`src/rtl/usb_annunciator_sched.sv`:
```
// Byte sequencer for the annunciator UART: pulls periodic status frames from the annunciator
// and fills the idle time between frames with bytes from the log stream.
module usb_annunciator_sched #(
    parameter int unsigned FRAME_LEN   = 497,
    parameter int unsigned REFRESH_DIV = 4800000,
    parameter int unsigned ANN_LAT     = 3
) (
    input  logic       clk48,
    input  logic       rst_n,
    input  logic       enable,
    output logic       ann_inc,
    input  logic [7:0] ann_dout,
    input  logic       ann_dout_v,
    input  logic [7:0] log_data,
    input  logic       log_valid,
    output logic       log_ready,
    output logic [7:0] tx_data,
    output logic       tx_valid,
    input  logic       tx_ready,
    output logic       frame_active,
    output logic       frame_overrun
);

    typedef enum logic [1:0] {StIdle, StAnnReq, StTxWait, StAnnGap} state_e;

    localparam logic [22:0] TimerLast = 23'(REFRESH_DIV - 1);
    localparam logic [9:0]  ByteLast  = 10'(FRAME_LEN - 1);
    localparam logic [7:0]  LatLast   = 8'(ANN_LAT - 1);

    state_e      state;
    logic [22:0] timer;
    logic        refresh_pend;
    logic [9:0]  byte_cnt;
    logic [7:0]  lat_cnt;
    logic        src_log;
    logic        pend_take;

    assign pend_take = (state == StIdle) && enable && refresh_pend;

    // A tick coinciding with the frame start re-arms the pending flag.
    always_ff @(posedge clk48 or negedge rst_n) begin
        if (!rst_n) begin
            timer         <= '0;
            refresh_pend  <= 1'b0;
            frame_overrun <= 1'b0;
        end else if (!enable) begin
            timer        <= '0;
            refresh_pend <= 1'b0;
        end else if (timer == TimerLast) begin
            timer        <= '0;
            refresh_pend <= 1'b1;
            if (frame_active) begin
                frame_overrun <= 1'b1;
            end
        end else begin
            timer <= timer + 23'd1;
            if (pend_take) begin
                refresh_pend <= 1'b0;
            end
        end
    end

    always_ff @(posedge clk48 or negedge rst_n) begin
        if (!rst_n) begin
            state        <= StIdle;
            ann_inc      <= 1'b0;
            log_ready    <= 1'b0;
            tx_data      <= 8'h00;
            tx_valid     <= 1'b0;
            frame_active <= 1'b0;
            src_log      <= 1'b0;
            byte_cnt     <= '0;
            lat_cnt      <= '0;
        end else begin
            log_ready <= 1'b0;
            unique case (state)
                StIdle: begin
                    if (pend_take) begin
                        byte_cnt     <= '0;
                        lat_cnt      <= '0;
                        frame_active <= 1'b1;
                        ann_inc      <= 1'b1;
                        state        <= StAnnReq;
                    end else if (log_valid) begin
                        log_ready <= 1'b1;
                        tx_data   <= log_data;
                        tx_valid  <= 1'b1;
                        src_log   <= 1'b1;
                        state     <= StTxWait;
                    end
                end
                StAnnReq: begin
                    // Past the latency window, keep ann_inc high and re-sample every cycle.
                    if (lat_cnt >= LatLast && ann_dout_v) begin
                        tx_data  <= ann_dout;
                        tx_valid <= 1'b1;
                        ann_inc  <= 1'b0;
                        src_log  <= 1'b0;
                        state    <= StTxWait;
                    end else if (lat_cnt < LatLast) begin
                        lat_cnt <= lat_cnt + 8'd1;
                    end
                end
                StTxWait: begin
                    if (tx_ready) begin
                        tx_valid <= 1'b0;
                        if (src_log) begin
                            state <= StIdle;
                        end else if (byte_cnt == ByteLast) begin
                            frame_active <= 1'b0;
                            state        <= StIdle;
                        end else begin
                            byte_cnt <= byte_cnt + 10'd1;
                            state    <= StAnnGap;
                        end
                    end
                end
                StAnnGap: begin
                    lat_cnt <= '0;
                    ann_inc <= 1'b1;
                    state   <= StAnnReq;
                end
                default: state <= StIdle;
            endcase
        end
    end

endmodule

```
`config.mk`:
```
export PLATFORM = sky130hd
export DESIGN_NAME = usb_annunciator_sched
export DESIGN_NICKNAME = d
export VERILOG_FILES = /design/src/rtl/usb_annunciator_sched.sv
export SDC_FILE = /design/constraint.sdc
export NUM_CORES = 1
export LEC_CHECK = 0
export CAP_MARGIN = 20
export CORE_MARGIN = 5
export CORE_UTILIZATION = 50
export CTS_BUF_LIST = sky130_fd_sc_hd__clkbuf_16
export DETAILED_ROUTE_END_ITERATION = 6
export GPL_TIMING_DRIVEN = 0
export PLACE_DENSITY = 0.75
export SETUP_SLACK_MARGIN = 0.5
export SLEW_MARGIN = 5
export SYNTH_ARGS = -nofsm -noshare
export SYNTH_HDL_FRONTEND = slang
export SYNTH_SLANG_ARGS = --single-unit
export TNS_END_PERCENT = 20
```
`constraint.sdc`:
```
create_clock -name clk48 -period 6.25 [get_ports clk48]
set_clock_uncertainty 0.15 [all_clocks]
set_input_delay 1.25 -clock clk48 [delete_from_list [all_inputs] [get_ports clk48]]
set_output_delay 1.25 -clock clk48 [all_outputs]
set_load 0.1 [all_outputs]
```
Word-level counts from Yosys, hierarchy flattened. Index checks and enable logic that the tools add are counted. Widths: inputs -> output; s select.

Word-level logic and storage cells: 91. Bits in read-only memories: 0. Bits in latches: 0. Memory bits (writable): 0. Flip-flop bits (word level): 58. Input bits: 22. Memories kept: 0. Output and inout bits: 13.

Reduce and logical (&&, ||, !) cells: 16. Equal/unequal tests: 17. Div/mod/pow operators: 0. Shift-type cells: 0. $add $sub $neg: 3. Multipliers: 0. Bitwise gates (word level): 0. Muxes and demuxes: 41. $lt $le $gt $ge: 2.

Operator list (number): $mux 8 (6); $mux 23 (2); $mux 10 (4); $pmux 8 s3 (1); $add 23x1->23 const B (1); $eq 23x23->1 const B (1); $ne 2x2->1 const B (10); $pmux 10 s2 (1); $pmux 8 s2 (1); $mux 1 (15); $reduce_and 5->1 (3); $mux 2 (6); $add 10x1->10 const B (1); $eq 10x9->1 const B (1); $reduce_and 3->1 (3); $add 8x1->8 const B (1); $ge 8x2->1 const B (1); $lt 8x2->1 const B (1); $pmux 2 s4 (1); $reduce_and 4->1 (2); $pmux 1 s3 (2); $reduce_bool 3->1 (2); $eq 2x2->1 const B (2); $pmux 1 s2 (2); 6 further kinds (9).

Logic depth before layout (Yosys ltp). Gate-level depths: netlist of the first run.

Word-level depth: 6. Mapped depth: 7. Gate-level depth less buffers: 6.

Worst setup path before layout of the first run. OpenSTA, ideal clock, no wires.

Path type: input-to-reg. From: input port enable. To: register byte_cnt[1]. Data required time: 5.971 ns. Slack: 3.436 ns. Buffers on the path: 3. Cell stages on the path: 7. Data arrival time: 2.536 ns. Setup time: 0.129 ns. Cell sequence: clkbuf_1 > nor4bb_1 > buf_2 > buf_2 > nor3_1 > a31oi_1 > o21ai_0.

Word-level cells in the longest chain between the ends: 4.

RTL lines: from (decl) (line 10) `input logic enable,`; $logic_and 1x1->1 (2 in series) (line 38) `assign pend_take = (state == StIdle) && enable && refresh_pend;`; $ne 2x2->1 (no line); $reduce_and 5->1 (no line); to (signal assigned) (line 113) `byte_cnt <= byte_cnt + 10'd1;`; to (decl) (line 33) `logic [9:0] byte_cnt;`.

Every way passes these cells. A chain may end at the register's enable or synchronous reset.

Worst setup path in the final report of the first run.
From: register frame_active. To: output port frame_active.

RTL lines: from (decl) (line 20) `output logic frame_active,`; from (signal assigned) (line 70) `frame_active <= 1'b0;`; from (signal assigned) (line 81) `frame_active <= 1'b1;`; from (signal assigned) (line 110) `frame_active <= 1'b0;`.

No word-level cell between the ends.

==> results.yml, run 1 <==
run_status:
  status: "completed"
sta:
  period_minus_slack_ps: 3240
  worst-slew-pin-transition_ps: 1010
  rsz0062_at_grt: "false"
  fin_setup_tns_ps: 0
  slew_headroom_pct: 32.7
  drv_slew: 0
  finalSetupViolCount: 0
  timing.final.crit_share_pct: 51.8
  hold_viol: 0
  fmax_mhz: 309
floorplanning:
  rows: 27
  die_w_um: 85.7
  die_h_um: 85.7
  boundaryPins: 35
  core_um2: 5540
  die-area_um2: 7340
  start_util_pct: 51.6
drt:
  via_per_inst: 5.49
  drt-pass1-iter-count: 4
  wl_mm: 5.66
  drt-initial-drc-count: 92
  post-route-drc-count: 0
  route.detailed.wl_per_inst_um: 14.4
  num_vias: 2158
  ant_nets: 0
pwr:
  p_leak_nw: 1.52
  vdd_drop_max_v: 0.000303
  p_per_area_nw_per_um2: 434
global_route:
  grt_pass1_vias: 2253
  grt_usage_pct: 17.4
  grt_antenna_before_repair: 0
  grt_pass1_wl_mm: 10.1
  gr-total-overflow: 0
  grt_max_degree: 40
synth:
  synth.yosys.warnings: 0
  yosysSeqAreaShare_pct: 50.7
  postSynthAreaPerCell_um2: 10.5
  yosys_register_bits: 58
  syn_inst: 272
  async_flop_share_pct: 100
  synth_edf_count: 0
  synth_ff_type: "dfrtp_1"
  synthesis.area_um2: 2860
  ys_types: 45
  syn_nets: 299
setup_path:
  reg2reg_depth: 6
  r2r_start: "timer[0]$_DFF_PN0_"
  arrival_ps: 1840
  startpoint_type: "flop"
  slowest_stage: "clkdlybuf4s50_1"
  endpoint_kind: "output pin"
  worstSetupPathType: "flop to output pin"
  crit_required_ps: 4850
  reg2reg_slack_ps: 3800
  crit_path_cell_trace: "clkdlybuf4s50_1"
  r2r_end: "timer[10]$_DFF_PN0_"
  critPathMaxFanout: 3
  cp.buffers_inverters: 1
  crit_family: "buffers and inverters"
  crit_path_max_incr_delay_ps: 1150
hold_path:
  min_path_cells: 1
  hold_class: "flop to flop"
  hold_start: "lat_cnt[7]$_DFFE_PN0P_"
  min_to: "lat_cnt[7]$_DFFE_PN0P_"
cells_and_area:
  antenna_cells: 0
  syn_to_final_growth_pct: 24.9
  fillers: 472
  utilization_pct: 64.5
  nNetsFinal: 344
  multi_input_area_um2: 1320
  drive_above_1_share_pct: 12.8
  seq_area_um2: 1450
cts:
  cts-buffers-inserted: 9
  clk_pin_slew_worst_paths_ps: 50
  tritoncts: "done"
  cts_setup_buffers: 0
  ctsResizeCount: 0
  cts_max_level: 3
  clk_latency_ps: 320
  cts_root_buffer: "clkbuf_16"
  clock_path_buffers: 2
  cts_hold_buf: 0
  clock_sinks: 58
flow_run:
  maxCapViolations: 0
placed_design:
  place_hpwl_mm: 4.17
  gp_congestion: 0.763
  io_buffers: 33
stage by stage:
stage                     std cells  area [µm²]  setup WS (ps)  hold slack, ps  total power, W
after floorplan                 272        2860           3440             294        0.000958
after global placement          377        3280           1990             311         0.00110
after detailed placement        378        3300           3080             312         0.00111
after CTS                       393        3570           2990             325         0.00157
after global routing            393        3570           2980             353         0.00164
final                           393        3570           3010             320         0.00155
final cells by class:
cell class | count | area share, %
plain buffers | 10 | 1.30
clock buffers | 9 | 6.30
clock inverters | 6 | 1.44
inverters | 11 | 1.16
multi-input cells | 193 | 37.0
flip-flops and latches | 58 | 40.6
well taps | 72 | 2.52
repair buffers | 34 | 9.66
registers in the layout, indices dropped and copies added (netlist names), 2 cells and up:
register / count
byte_cnt: 10
lat_cnt: 8
state: 2
tx_data: 8
timer: 23
cell usage in the layout (no fill, tap or decap), types with 2 or more instances in the layout:
cell type and instances:
a21o_1 4, a21oi_1 8, a31oi_1 4, and2_1 7, and3_1 2, and4_1 4, buf_2 4, clkbuf_1 5
clkbuf_16 9, clkdlybuf4s50_1 32, clkinv_2 2, dfrtp_1 58, ha_1 5, inv_1 13, mux2_2 16, mux2i_1 3
nand2_1 13, nand3_1 8, nand4_1 7, nor2_1 31, nor2b_1 3, nor3_1 6, nor3b_1 3, nor4_1 5
nor4b_1 2, nor4bb_1 2, o2111ai_1 4, o211ai_1 2, o21a_1 3, o21ai_0 11, or3_1 5, or4_1 3
xnor2_1 12, xor2_1 8
kinds of logic after synthesis:
family	synth area share, %
simple gates	19.9
flops	50.7
compound gates	10.6
buf+inv	3.06
xor+xnor	6.12
mux	7.35
fa+ha+maj	2.19
power breakdown:
part           internal (W)  leakage [nW]  switching [W]  total, W
Clock              0.000299         0.145       0.000151  0.000450
Combinational      0.000195         0.613       0.000413  0.000608
Sequential         0.000445         0.765      0.0000488  0.000493
cell usage after synthesis, types with 6 or more instances:
| cell | count | share of area [%] |
|---|---|---|
| a21oi_1 | 8 | 1.4 |
| and2_1 | 7 | 1.5 |
| dfrtp_1 | 58 | 51 |
| inv_1 | 11 | 1.4 |
| mux2_2 | 16 | 6.3 |
| nand2_1 | 13 | 1.7 |
| nand3_1 | 8 | 1.4 |
| nand4_1 | 7 | 1.5 |
| nor2_1 | 31 | 4.1 |
| nor3_1 | 6 | 1.0 |
| o21ai_0 | 11 | 1.9 |
| xnor2_1 | 12 | 3.7 |
| xor2_1 | 8 | 2.4 |
metal layers:
metal	track usage [%]	vias to the layer above	part of all wire (%)
met3	4.80	10	5.7
met5	0	-	0
met1	22.3	1034	45
li1	-	1071	-
met4	8.63	0	2.1
met2	27.2	43	47
worst max-delay path by stage:
stage	startpoint	end	cells after the start
CTS	frame_active$_DFFE_PN0P_	frame_active	1
global placement	rst_n	tx_data[1]$_DFFE_PN0P_	1
floorplan	enable	byte_cnt[1]$_DFFE_PN0P_	7
finish	frame_active$_DFFE_PN0P_	frame_active	1
global route	frame_active$_DFFE_PN0P_	frame_active	1
detailed placement	enable	byte_cnt[1]$_DFFE_PN0P_	7
(Power assumes the default switching activity.)
==> inputs of run 2 (changes only) <==
==> constraint.sdc (replaced) <==
create_clock -name clk48 -period 3.4 [get_ports clk48]
set_clock_uncertainty 0.15 [all_clocks]
set_input_delay 0.68 -clock clk48 [delete_from_list [all_inputs] [get_ports clk48]]
set_output_delay 0.68 -clock clk48 [all_outputs]
set_load 0.1 [all_outputs]
==> results of run 2 <==
The final DEF is identical to that of run 1. Status: completed.
Main changes from that run: setup slack after placement 3080 ps -> 795 ps; setup slack after layout 3010 ps -> 732 ps; hold slack 320 ps -> 165 ps; register-to-register setup slack 3800 ps -> 950 ps; total power 0.00155 W -> 0.00285 W; worst IR drop on VDD 0.000303 V -> 0.000557 V
==> inputs of run 3 (changes only) <==
--- a/config.mk
+++ b/config.mk
@@ -11,7 +11,7 @@
 export CTS_BUF_LIST = sky130_fd_sc_hd__clkbuf_16
 export DETAILED_ROUTE_END_ITERATION = 6
 export GPL_TIMING_DRIVEN = 0
-export PLACE_DENSITY = 0.75
+export PLACE_DENSITY = 0.78
 export SETUP_SLACK_MARGIN = 0.5
 export SLEW_MARGIN = 5
 export SYNTH_ARGS = -nofsm -noshare
==> constraint.sdc (replaced) <==
create_clock -name clk48 -period 2.25 [get_ports clk48]
set_clock_uncertainty 0.15 [all_clocks]
set_input_delay 0.45 -clock clk48 [delete_from_list [all_inputs] [get_ports clk48]]
set_output_delay 0.45 -clock clk48 [all_outputs]
set_load 0.1 [all_outputs]
==> run 3 against run 2 <==
  * Non-clock buffer count up 15
  * Critical endpoint is now tx_data[0]$_DFFE_PN0P_
  * Global-route usage increased by 0.65 points
  * Total power grew 52%
  * Wire length grew 12%
  * Final cell count is 4.1% higher
  * Largest cell class is now multi-input combinational cells
  * Clock power grew 40%
==> results.yml, run 3 (synthesis gave the netlist of run 1 again) <==
drt:
  drt-initial-drc-count: 112
  drt-pass1-iter-count: 4
  via_per_inst: 5.72
  route.detailed.wl_per_inst_um: 15.4
  wl_mm: 6.31
  ant_nets: 0
  num_vias: 2341
  post-route-drc-count: 0
setup_path:
  arrival_ps: 2170
  endpoint_kind: "flop"
  startpoint_type: "flop"
  reg2reg_depth: 7
  crit_path_max_incr_delay_ps: 400
  slowest_stage: "or4_1"
  crit_path_cell_trace: "inv_1 -> ha_2 -> or4_1 -> o21a_1 -> a21oi_4 -> buf_12 -> mux2_4"
  worstSetupPathType: "flop to flop"
  reg2reg_slack_ps: 140
  crit_required_ps: 2300
  critPathMaxFanout: 9
sta:
  finalSetupViolCount: 0
  period_minus_slack_ps: 2110
  drv_slew: 0
  hold_viol: 0
  timing.final.crit_share_pct: 94.0
  worst-slew-pin-transition_ps: 593
  rsz0062_at_grt: "true"
  slew_headroom_pct: 60.5
  fmax_mhz: 473
placed_design:
  gp_congestion: 0.871
  io_buffers: 33
  place_hpwl_mm: 4.08
  dp_cells: 378
cells_and_area:
  layout_commonest_cell: "dfrtp_1"
  syn_to_final_growth_pct: 32.1
  fin_cells: 409
  utilization_pct: 68.2
  nNetsFinal: 359
  final_cell_mix: "dfrtp_1 (56), nor2_1 (26), clkdlybuf4s50_1 (19)"
  fillers: 406
  largest_reg_flops: 23
  antenna_cells: 0
  reg_top3: "timer: 23 flops, byte_cnt: 10 flops"
  largest_register: "timer"
  drive_above_1_share_pct: 25.2
floorplanning:
  die_w_um: 85.7
  core_um2: 5540
  die_h_um: 85.7
  rows: 27
  start_util_pct: 51.6
  die-area_um2: 7340
  boundaryPins: 35
run_status:
  status: "completed"
pwr:
  p_leak_nw: 1.66
  p_per_area_nw_per_um2: 1150
  power_w: 0.00433
  vdd_drop_max_v: 0.00107
global_route:
  grt_max_degree: 35
  grt_antenna_before_repair: 0
  grt_pass1_vias: 2327
  grt_usage_pct: 18.1
  grt_pass1_wl_mm: 10.6
  gr-total-overflow: 0
cts:
  cts_max_level: 3
  clock_sinks: 58
  cts_root_buffer: "clkbuf_16"
  tritoncts: "done"
  clk_pin_slew_worst_paths_ps: 50
  clk_latency_ps: 320
  clock_path_buffers: 2
  cts-buffers-inserted: 9
flow_run:
  maxCapViolations: 0
hold_path:
  min_path_cells: 1
  hold_class: "flop to flop"
[run 3: changes by cell type in the layout (fill, tap and decap cells not counted), sizes merged]
cell	change
buf	+27
clkbuf	-1
dlygate4sd3	+1
clkdlybuf4s50	-13
clkdlybuf4s15	+1
bufinv	-1
clkinv	+2
[run 3: cell type report]
| cell class | instances | area (µm²) | area share [%] |
|---|---|---|---|
| Clock inverter | 7 | 28.8 | 0.762 |
| Inverter | 11 | 41.3 | 1.09 |
| Tap cell | 72 | 90.1 | 2.38 |
| Multi-Input combinational cell | 193 | 1460 | 38.6 |
| Timing Repair Buffer | 49 | 418 | 11.1 |
| Buffer | 10 | 61.3 | 1.62 |
| Clock buffer | 9 | 225 | 5.96 |
| Sequential cell | 58 | 1450 | 38.5 |
[run 3: critical path, delay by kind of cell, from the launching register on]
family / cells / cell delay (ps)
simple gates: 1 / 400
flops: 1 / 370
compound gates: 2 / 370
mux: 1 / 300
buf+inv: 2 / 220
fa+ha+maj: 1 / 180
[run 3: metrics by stage]
step / setup WS, ps / area, µm² / TNS, ps / hold WS (ps)
2_1_floorplan: 121 / 2910 / 0 / 4.41
3_3_place_gp: -1200 / 3330 / -70180 / 311
3_5_place_dp: -161 / 3350 / -1060 / 317
4_1_cts: 138 / 3620 / 0 / 323
5_1_grt: 76.1 / 3780 / 0 / 333
6_report: 135 / 3780 / 0 / 324
[run 3: per-layer routing]
layer | GRT usage [%] | up-vias | part of all wire (%)
li1 | - | 1100 | -
met1 | 21.6 | 1165 | 44
met2 | 30.6 | 66 | 50
met3 | 5.09 | 10 | 4.6
met4 | 7.34 | 0 | 2.1
met5 | 0 | - | 0
[run 3: worst paths after layout]
| kind | start | end |
|---|---|---|
| setup / recovery | lat_cnt[0]$_DFFE_PN0P_ | tx_data[0]$_DFFE_PN0P_ |
| hold / removal | frame_overrun$_DFFE_PN0P_ | frame_overrun$_DFFE_PN0P_ |
| setup reg to reg | lat_cnt[0]$_DFFE_PN0P_ | tx_data[0]$_DFFE_PN0P_ |
| hold reg to reg | frame_overrun$_DFFE_PN0P_ | frame_overrun$_DFFE_PN0P_ |
| max in group asynchronous | rst_n | state[0]$_DFFE_PN0P_ |
| min in group asynchronous | rst_n | tx_data[2]$_DFFE_PN0P_ |
[run 3: power by group]
part	switching, W	internal, W	total (W)
logic	0.00118	0.000594	0.00178
registers	0.000156	0.00124	0.00139
clock network	0.000444	0.000718	0.00116
total	0.00178	0.00255	0.00433
[run 3: timing repair]
item | 4_1_cts | 5_1_grt
gates resized for setup | 65 | 29
cloned | 0 | 1
endpoints found under the hold margin | 24 | 0
setup buffers | 6 | 7
hold buffers | 1 | 0
endpoints found under the setup margin | 68 | 58
pin swaps | 2 | 11
